==> config.mk <==
export PLATFORM = sky130hd
export DESIGN_NAME = arc_system
export DESIGN_NICKNAME = d
export VERILOG_FILES = /design/src/rtl/arc_system.sv
export SDC_FILE = /design/constraint.sdc
export NUM_CORES = 1
export LEC_CHECK = 0
export CAP_MARGIN = 10
export CORE_MARGIN = 2
export CORE_UTILIZATION = 25
export CTS_CLUSTER_DIAMETER = 100
export CTS_CLUSTER_SIZE = 14
export DETAILED_ROUTE_END_ITERATION = 8
export PLACE_DENSITY = 0.48
export SYNTH_ARGS = -nofsm -noshare
export SYNTH_HDL_FRONTEND = slang
export SYNTH_SLANG_ARGS = --single-unit
==> constraint.sdc <==
create_clock -name clk -period 1.84 [get_ports clk]
set_input_delay 0.184 -clock clk [delete_from_list [all_inputs] [get_ports clk]]
set_output_delay 0.184 -clock clk [all_outputs]
set_load 0.02 [all_outputs]
==> src/rtl/arc_system.sv <==
// Boot-message serialiser: sends "ARC\r\n" as UART 8N1 frames on tx, advancing one byte per
// host acknowledge pulse seen on rx.
module arc_system #(
    parameter int unsigned clk_freq = 50_000_000,
    parameter int unsigned baud     = 115_200
) (
    input  logic clk,
    input  logic rst,
    input  logic rx,
    output logic tx
);

    localparam int unsigned Div       = clk_freq / baud;
    localparam int unsigned CntW      = $clog2(Div);
    localparam logic [CntW-1:0] CntReload = CntW'(Div - 1);
    localparam logic [2:0] LastIdx    = 3'd4;

    typedef enum logic [2:0] {
        StIdle,
        StLoad,
        StStart,
        StData,
        StStop,
        StWaitAck,
        StDone
    } state_e;

    state_e          state_q, state_d;
    logic            tx_q, tx_d;
    logic [2:0]      idx_q, idx_d;
    logic [2:0]      bit_q, bit_d;
    logic [CntW-1:0] baud_q, baud_d;
    logic [7:0]      shift_q, shift_d;
    logic            sync1_q, sync2_q, sync_prev_q;
    logic            pending_q, pending_d;
    logic            ack_evt;
    logic            consume;
    logic            baud_tick;

    function automatic logic [7:0] msg_byte(input logic [2:0] i);
        logic [7:0] b;
        case (i)
            3'd0:    b = 8'h41;
            3'd1:    b = 8'h52;
            3'd2:    b = 8'h43;
            3'd3:    b = 8'h0D;
            3'd4:    b = 8'h0A;
            default: b = 8'h00;
        endcase
        return b;
    endfunction

    assign ack_evt   = sync2_q & ~sync_prev_q;
    assign baud_tick = (baud_q == '0);

    always_comb begin
        state_d = state_q;
        tx_d    = 1'b1;
        idx_d   = idx_q;
        bit_d   = bit_q;
        baud_d  = baud_q;
        shift_d = shift_q;
        consume = 1'b0;

        unique case (state_q)
            StIdle: state_d = StLoad;

            // tx is registered, so the start bit is driven while leaving LOAD
            StLoad: begin
                shift_d = msg_byte(idx_q);
                baud_d  = CntReload;
                bit_d   = 3'd0;
                tx_d    = 1'b0;
                state_d = StStart;
            end

            StStart: begin
                tx_d = 1'b0;
                if (baud_tick) begin
                    state_d = StData;
                    tx_d    = shift_q[0];
                    baud_d  = CntReload;
                end else begin
                    baud_d = baud_q - 1'b1;
                end
            end

            // shift_q[0] always holds the bit currently on the line
            StData: begin
                tx_d = shift_q[0];
                if (baud_tick) begin
                    baud_d = CntReload;
                    if (bit_q == 3'd7) begin
                        state_d = StStop;
                        tx_d    = 1'b1;
                    end else begin
                        bit_d   = bit_q + 3'd1;
                        shift_d = {1'b0, shift_q[7:1]};
                        tx_d    = shift_q[1];
                    end
                end else begin
                    baud_d = baud_q - 1'b1;
                end
            end

            StStop: begin
                if (baud_tick) begin
                    state_d = StWaitAck;
                end else begin
                    baud_d = baud_q - 1'b1;
                end
            end

            StWaitAck: begin
                if (pending_q) begin
                    consume = 1'b1;
                    idx_d   = idx_q + 3'd1;
                    state_d = (idx_q == LastIdx) ? StDone : StLoad;
                end
            end

            StDone: state_d = StDone;

            default: state_d = StIdle;
        endcase
    end

    // One-deep ack latch; edges arriving while it is set are dropped
    assign pending_d = consume ? 1'b0 : (pending_q | ack_evt);

    always_ff @(posedge clk) begin
        if (!rst) begin
            state_q     <= StIdle;
            tx_q        <= 1'b1;
            idx_q       <= 3'd0;
            bit_q       <= 3'd0;
            baud_q      <= '0;
            shift_q     <= 8'h00;
            sync1_q     <= 1'b0;
            sync2_q     <= 1'b0;
            sync_prev_q <= 1'b0;
            pending_q   <= 1'b0;
        end else begin
            state_q     <= state_d;
            tx_q        <= tx_d;
            idx_q       <= idx_d;
            bit_q       <= bit_d;
            baud_q      <= baud_d;
            shift_q     <= shift_d;
            sync1_q     <= rx;
            sync2_q     <= sync1_q;
            sync_prev_q <= sync2_q;
            pending_q   <= pending_d;
        end
    end

    assign tx = tx_q;

endmodule

# Yosys cells after proc, flatten, opt, wreduce, memory -nomap -nowiden
# Index checks and enable logic that the tools add are counted.
[word_totals]
register_bits = 31
in_bits = 3
out_inout_bits = 1
[op_classes]
add_sub_neg = 3
eq_ne = 18
muxes = 23
n_bitwise = 4
n_reduce_logical = 11
[ops]
columns = ["operator", "n"]
rows = [
  ["case mux 7 bit (5 select lines)", 1],
  ["case mux 9 bit (3 select lines)", 1],
  ["2-to-1 mux 3 bit", 8],
  ["case mux 3 bit (7 select lines)", 1],
  ["2-to-1 mux 9 bit", 2],
  ["2-to-1 mux 8 bit", 2],
  ["case mux 8 bit (2 select lines)", 1],
  ["equality test 3 bit (second input constant)", 5],
  ["!= test 2 bit (second input constant)", 7],
  ["equality test 3 x 2 -> 1 bit (second input constant)", 4],
  ["zero test 9 bit", 1],
  ["subtractor 9 x 1 -> 9 bit (second input constant)", 1],
  ["adder 3 x 1 -> 3 bit (second input constant)", 2],
  ["equality test 3 x 1 -> 1 bit (second input constant)", 2],
  ["zero test 3 bit", 2],
  ["case mux 3 bit (2 select lines)", 1],
  ["2-to-1 mux 1 bit", 5],
  ["AND reduction 5 bit", 1],
  ["AND reduction 2 bit", 2],
  ["OR reduction 2 bit", 2],
  ["case mux 1 bit (3 select lines)", 1],
  ["AND reduction 3 bit", 1],
  ["nonzero test 3 bit", 1],
  ["NOT 1 bit", 2],
  ["other kinds (3)", 3],
]

# Logic depth before layout (Yosys ltp)
# Gate-level depths: netlist of the first run.
[depth]
depth_word = 4
depth_mapped = 7
mapped_depth_nobuf = 6

# Worst setup path before layout of the first run
# No wires, ideal clock.
[synth_timing]
path_type = "register to register"
from = "register baud_q[0]"
to = "register shift_q[6]"
setup_time_ps = 117
arrival_time_ps = 1805
required_ps = 1723
path_slack_ps = -82
path_stages_with_launch = 8
n_path_buf = 1
period_less_slack_ps = 1922
cell_sequence = "dfxtp_1 -> inv_1 -> ha_1 -> or4b_1 -> buf_2 -> o31ai_4 -> nand2_4 -> a32o_1"
[synth_between]
elab_chain_len = 3
[synth_rtl]
columns = ["item", "line", "text"]
rows = [
  ["from (decl)", "32", "logic [CntW-1:0] baud_q, baud_d;"],
  ["from (signal assigned)", "148", "baud_q <= baud_d;"],
  ["zero test 9 bit", "54", "assign baud_tick = (baud_q == '0);"],
  ["!= test 2 bit (no line)", "--", ""],
  ["AND reduction 3 bit (no line)", "--", ""],
  ["to (signal assigned)", "149", "shift_q <= shift_d;"],
  ["to (decl)", "33", "logic [7:0] shift_q, shift_d;"],
]
# No other way between the ends.
# A chain may end at the register's enable or synchronous reset.

# Final worst setup path of the first run
[layout_timing]
from = "register baud_q[5]"
to = "register bit_q[1]"
[layout_between]
elab_chain_len = 3
[layout_rtl]
columns = ["item", "line", "text"]
rows = [
  ["zero test 9 bit", "54", ""],
  ["!= test 2 bit (no line)", "--", ""],
  ["AND reduction 3 bit (no line)", "--", ""],
  ["to (signal assigned)", "147", "bit_q <= bit_d;"],
  ["to (decl)", "31", "logic [2:0] bit_q, bit_d;"],
]
# No other way between the ends.

==> results_dict.tcl, run 1 <==
set metrics [dict create \
    setup_viol 0 \
    cts_tree "done" \
    yosysWarnings 0 \
    synth_cell_types 49 \
    grt_busiest_layer "met2" \
    ant_nets 0 \
    status "finished clean" \
    cts.clk_slew.worst_paths_ns 0.07 \
    fin_crit_ns 1.828 \
    syn_area_per_cell_um2 8.537 \
    fin_skew_ns 0.005619 \
    htreeDepth 2 \
    synth-edff-count 0 \
    areaGrowthSynthToFinish_pct 27.65 \
    synth-main-ff-cell "dfxtp_1" \
    clkLatencyLatePin_ns 0.28 \
    postSynthCellCount 203 \
    wl_per_cell_um 13.96 \
    vias_per_cell 5.013 \
    core-area_um2 6756 \
    worst_slew_pin_slew_ns 0.4962 \
    p_leak_nw 0.8747 \
    cp.required_ns 2.01 \
    first_iter_violations 79 \
    async_flop_share_pct 0 \
    synth.yosys.seq_area_share_pct 34.66 \
    die_area_um2 7613 \
    critical_path_class "register to register" \
    grtUsageMet2_pct 21.35 \
    hpwl_um 3330 \
    dp.cells 305 \
    io_pins 4 \
    power.density_nw_per_um2 1608 \
    cts_inserted_buffers 5 \
    hold_class "register to register" \
    portBuffers 3 \
    drive_above_1_share_pct 24.36 \
    final_common_cell "buf_4" \
    cts_root_buffer "clkbuf_8" \
    drc 0 \
    initial_utilization_pct 25.65 \
    num_antenna_cells 0 \
    fp.dieH_um 87.26 \
    min_path_cells 1 \
    use_met1_pct 15.12 \
    rsz0062_at_grt "true" \
    relSlewSlack_pct 66.85 \
    end_kind "register" \
    cts_buffer_depth 2 \
    ir_worst_vdd_mv 0.4511 \
    r2r_cells 5 \
    grt.overflow.total 0 \
    grt_max_degree 18 \
    vias 1574 \
    ys_ff_latch 30 \
    cts_num_sinks 30 \
    fmax_mhz 547.1 \
    maxCapViolCount 0 \
    grtUsageTotal_pct 12.28 \
    antenna_found_initial 0 \
    cp.arrival_ns 2.00 \
    mostFrequentLayoutCells "32 x buf_4, 28 x dfxtp_1, 15 x nand2_1, 13 x a21oi_1, 9 x nor2_1" \
    firstDrtPassIters 4 \
    die_x_um 87.26 \
    crit_fanout 6 \
    report.power.total_mw 3.557 \
    worst_setup_path_start_kind "register" \
    maxSlewViolCount 0 \
    drt-total-wl_um 4385 \
    grt_pass1_vias 1580 \
    synth_fp_nets 214 \
    period_share_pct 99.34 \
    stdcell_count 314 \
    place.gp.congestion 0.7654 \
    grt_pass1_wl_um 7307 \
    fin_nets 244 \
    grt_use_met3_pct 2.844 \
    worst_slack_ns 0.01221 \
    synth_area_um2 1733 \
    finalHoldViolCount 0 \
    post-place-ws_ns -0.07809 \
    row_count 30 \
]
## path summary, 6_finish.rpt
kind | start | to | slack [ns]
setup / recovery | baud_q[5]$_SDFFE_PN0P_ | bit_q[1]$_SDFFE_PN0P_ | 0.01
hold / removal | sync1_q$_SDFF_PN0_ | sync2_q$_SDFF_PN0_ | 0.44
setup reg to reg | baud_q[5]$_SDFFE_PN0P_ | bit_q[1]$_SDFFE_PN0P_ | 0.01
hold reg to reg | sync1_q$_SDFF_PN0_ | sync2_q$_SDFF_PN0_ | 0.44
## cell families (layout without fill, tap and decap cells)
kind of cell	Yosys count	after routing	synth area share, %
and+or+nand+nor	73	73	24.76
muxes	9	9	5.199
AOI/OAI and AO/OA	59	59	23.90
buffers and inverters	23	54	5.199
xor gates and xnor gates	1	1	0.5055
DFF	30	30	34.66
adders and majority gates	8	8	5.776
## what timing repair did
| action | CTS | global route |
|---|---|---|
| endpoints found under the setup margin | 3 | 17 |
| hold buffers | 0 | 0 |
| setup buffers | 0 | 1 |
| gates cloned | 0 | 0 |
| gates resized for setup | 3 | 6 |
| pin swaps | 1 | 4 |
## metal layers
| layer | vias to the layer above | wire length (um) |
|---|---|---|
| met3 | 4 | 162 |
| met2 | 26 | 2163 |
| met1 | 733 | 2031 |
| li1 | 811 | - |
| met4 | 0 | 27 |
| met5 | - | 0 |
## sequential cells by signal, summed over array words and instances, names as in the netlist, 3 cells and up
signal	cells
bit_q	3
baud_q	9
idx_q	3
shift_q	7
state_q	3
## power by group
group / switching, mW / internal (mW) / leakage (nW)
clock network: 0.253 / 0.301 / 0.0482
logic: 1.07 / 0.981 / 0.580
registers: 0.130 / 0.821 / 0.247
## synth_stat cells, drive strengths merged, types with 3 or more instances
master / count / area [um2]
dfxtp: 30 / 600.6
nand2: 16 / 67.56
a21oi: 13 / 65.06
o21ai: 13 / 65.06
clkbuf: 10 / 37.54
inv: 10 / 37.54
nor2: 10 / 37.54
mux2i: 9 / 90.09
ha: 8 / 100.1
nor3: 7 / 35.03
nand2b: 5 / 31.28
nand3: 5 / 25.02
a211oi: 4 / 30.03
and2: 4 / 25.02
nor2b: 4 / 25.02
nor3b: 4 / 30.03
o211ai: 4 / 30.03
buf: 3 / 15.01
nand3b: 3 / 22.52
nor4: 3 / 25.02
o2111ai: 3 / 26.28
## per-stage QoR
| stage | utilization, % | TNS, ns | cell area [um2] | hold WS [ns] |
|---|---|---|---|---|
| after global routing | 32.74 | -0.1648 | 2212 | 0.4655 |
| after CTS | 32.24 | 0 | 2178 | 0.4458 |
| final | 32.74 | 0 | 2212 | 0.4402 |
| after global placement | 30.63 | -0.06275 | 2069 | 0.4157 |
| after detailed placement | 30.63 | -0.07855 | 2069 | 0.4276 |
| after floorplan | - | -0.05071 | 1758 | 0.3113 |
## worst max-delay path: stages, from the launching register on
cell     delay, ns
dfxtp_1       0.36
or4_4         0.60
o31ai_4       0.36
nand2_4       0.10
buf_6         0.15
mux2i_2       0.14
## final cells by class
cell class	count	area, um2
Fill cell	734	4544
Multi-Input combinational cell	150	1099
Sequential cell	30	603.1
Timing Repair Buffer	36	281.5
Tap cell	80	100.1
Clock buffer	7	86.33
Inverter	10	37.54
Clock inverter	1	5.005
Power figures use the tool's default switching activity.
==> run 2, diff against run 1 <==
--- a/config.mk
+++ b/config.mk
@@ -6,12 +6,14 @@
 export NUM_CORES = 1
 export LEC_CHECK = 0
 export CAP_MARGIN = 10
+export CELL_PAD_IN_SITES_DETAIL_PLACEMENT = 1
+export CELL_PAD_IN_SITES_GLOBAL_PLACEMENT = 1
 export CORE_MARGIN = 2
 export CORE_UTILIZATION = 25
 export CTS_CLUSTER_DIAMETER = 100
 export CTS_CLUSTER_SIZE = 14
 export DETAILED_ROUTE_END_ITERATION = 8
-export PLACE_DENSITY = 0.48
+export PLACE_DENSITY = 0.57
 export SYNTH_ARGS = -nofsm -noshare
 export SYNTH_HDL_FRONTEND = slang
 export SYNTH_SLANG_ARGS = --single-unit
==> results_dict.tcl, run 2 (same netlist as run 1, synthesis figures left out) <==
set metrics [dict create \
    swShare_pct 41.27 \
    fmax_mhz 540.4 \
    worst_slew_pin_slew_ns 0.4782 \
    hold_class "register to register" \
    vias_per_cell 5.147 \
    status "complete, but fails checks" \
    row_count 30 \
    first_iter_violations 62 \
    firstDrtPassIters 4 \
    wl_per_cell_um 15.90 \
    setup_viol 1 \
    post-place-ws_ns -0.03186 \
    mostFrequentLayoutCells "37 x buf_4, 28 x dfxtp_1, 15 x nand2_1, 12 x a21oi_1, 9 x nor2_1" \
    cts_inserted_buffers 5 \
    rsz0062_at_grt "true" \
    power_frac_clock_pct 13.4 \
    htreeDepth 2 \
    relSlewSlack_pct 68.05 \
    fin_nets 250 \
    sequentialPowerShare_pct 25.1 \
    largest_reg_flops 9 \
    portBuffers 3 \
    maxSlewViolCount 0 \
    grt.overflow.total 0 \
    core-area_um2 6756 \
    drc 0 \
    cts_num_sinks 30 \
    ant_nets 0 \
    cts_buffer_depth 2 \
    grt_pass1_vias 1671 \
    power.density_nw_per_um2 1673 \
    place.gp.congestion 0.7829 \
    critical_path_class "register to register" \
    finalHoldViolCount 0 \
    reg_top3 "baud_q: 9 flops, shift_q: 7 flops" \
    drt-total-wl_um 5072 \
    fin_crit_ns 1.850 \
    die_x_um 87.26 \
    worst_setup_path_start_kind "register" \
    dp.cells 306 \
    stdcell_count 319 \
    violations "setup timing" \
    netSwitchingPower_mw 1.560 \
    cts.hold.buffers_added 0 \
    ir_worst_vdd_mv 0.5832 \
    cts_tree "done" \
    clkLatencyLatePin_ns 0.28 \
    cts.clk_slew.worst_paths_ns 0.07 \
    dpl-instance-area_um2 2090 \
    hpwl_um 3777 \
    maxCapViolCount 0 \
    crit_fanout 5 \
    areaGrowthSynthToFinish_pct 30.40 \
    initial_utilization_pct 25.65 \
    die_area_um2 7613 \
    io_pins 4 \
    fin_skew_ns 0.005169 \
    fillCellCount 799 \
    fin_area_um2 2260 \
    cts_root_buffer "clkbuf_8" \
    finalSetupTns_ns -0.01039 \
    cp.arrival_ns 2.02 \
    worst_slack_ns -0.01039 \
    final_common_cell "buf_4" \
    pwr-share-comb_pct 61.5 \
    fin_hold_ws_ns 0.4354 \
    end_kind "register" \
    cp.required_ns 2.01 \
    grtUsageTotal_pct 14.01 \
    vias 1642 \
    num_antenna_cells 0 \
    intPower_mw 2.220 \
    grt_pass1_wl_um 8314 \
    p_leak_nw 0.8998 \
    final_util_pct 33.44 \
    top_register "baud_q" \
    grt_max_degree 18 \
    period_share_pct 100.6 \
    report.power.total_mw 3.780 \
    antenna_found_initial 0 \
    drive_above_1_share_pct 28.03 \
    fp.dieH_um 87.26 \
]
## run 2: final cells by class
| cell class | instances | area (um2) | area share (%) |
|---|---|---|---|
| clock buffers | 5 | 68.82 | 3.045 |
| clock inverters | 2 | 10.01 | 0.4430 |
| inverters | 10 | 37.54 | 1.661 |
| multi-input cells | 150 | 1101 | 48.73 |
| flip-flops and latches | 30 | 603.1 | 26.69 |
| well taps | 80 | 100.1 | 4.430 |
| repair buffers | 42 | 339.1 | 15.01 |
## run 2: critical path: stages, from the launching register on
cell and delay [ns]:
dfxtp_1 0.35, or4_4 0.61, o31ai_4 0.35, nand2_4 0.13, buf_12 0.16, mux2i_2 0.14
## run 2: per-layer routing
metal	vias to the layer above	global-route usage, %	part of all wire (%)
li1	819	-	-
met1	802	17.95	48
met2	15	23.14	48
met3	6	2.844	2.2
met4	0	5.175	1.4
met5	-	0	0
## run 2: power groups by stage
stage | Combinational [mW] | Clock (mW) | Sequential (mW)
final | 2.32 | 0.508 | 0.947
after global routing | 2.54 | 0.556 | 0.965
after CTS | 2.14 | 0.530 | 0.948
after detailed placement | 2.07 | 0 | 0.957
after global placement | 2.07 | 0 | 0.950
after floorplan | 1.23 | 0 | 0.971
## run 2: path summary, 6_finish.rpt
kind / to / slack (ns) / from / depth (start not counted)
setup / recovery: bit_q[1]$_SDFFE_PN0P_ / -0.01 / baud_q[7]$_SDFFE_PN0P_ / 5
hold / removal: sync2_q$_SDFF_PN0_ / 0.44 / sync1_q$_SDFF_PN0_ / 1
setup reg to reg: bit_q[1]$_SDFFE_PN0P_ / -0.01 / baud_q[7]$_SDFFE_PN0P_ / 5
hold reg to reg: sync2_q$_SDFF_PN0_ / 0.44 / sync1_q$_SDFF_PN0_ / 1
## run 2: what timing repair did
action / 4_1_cts / 5_1_grt
endpoints found under the setup margin: 7 / 14
gates resized for setup: 2 / 9
buffers inserted: 2 / 4
pin swaps: 1 / 3
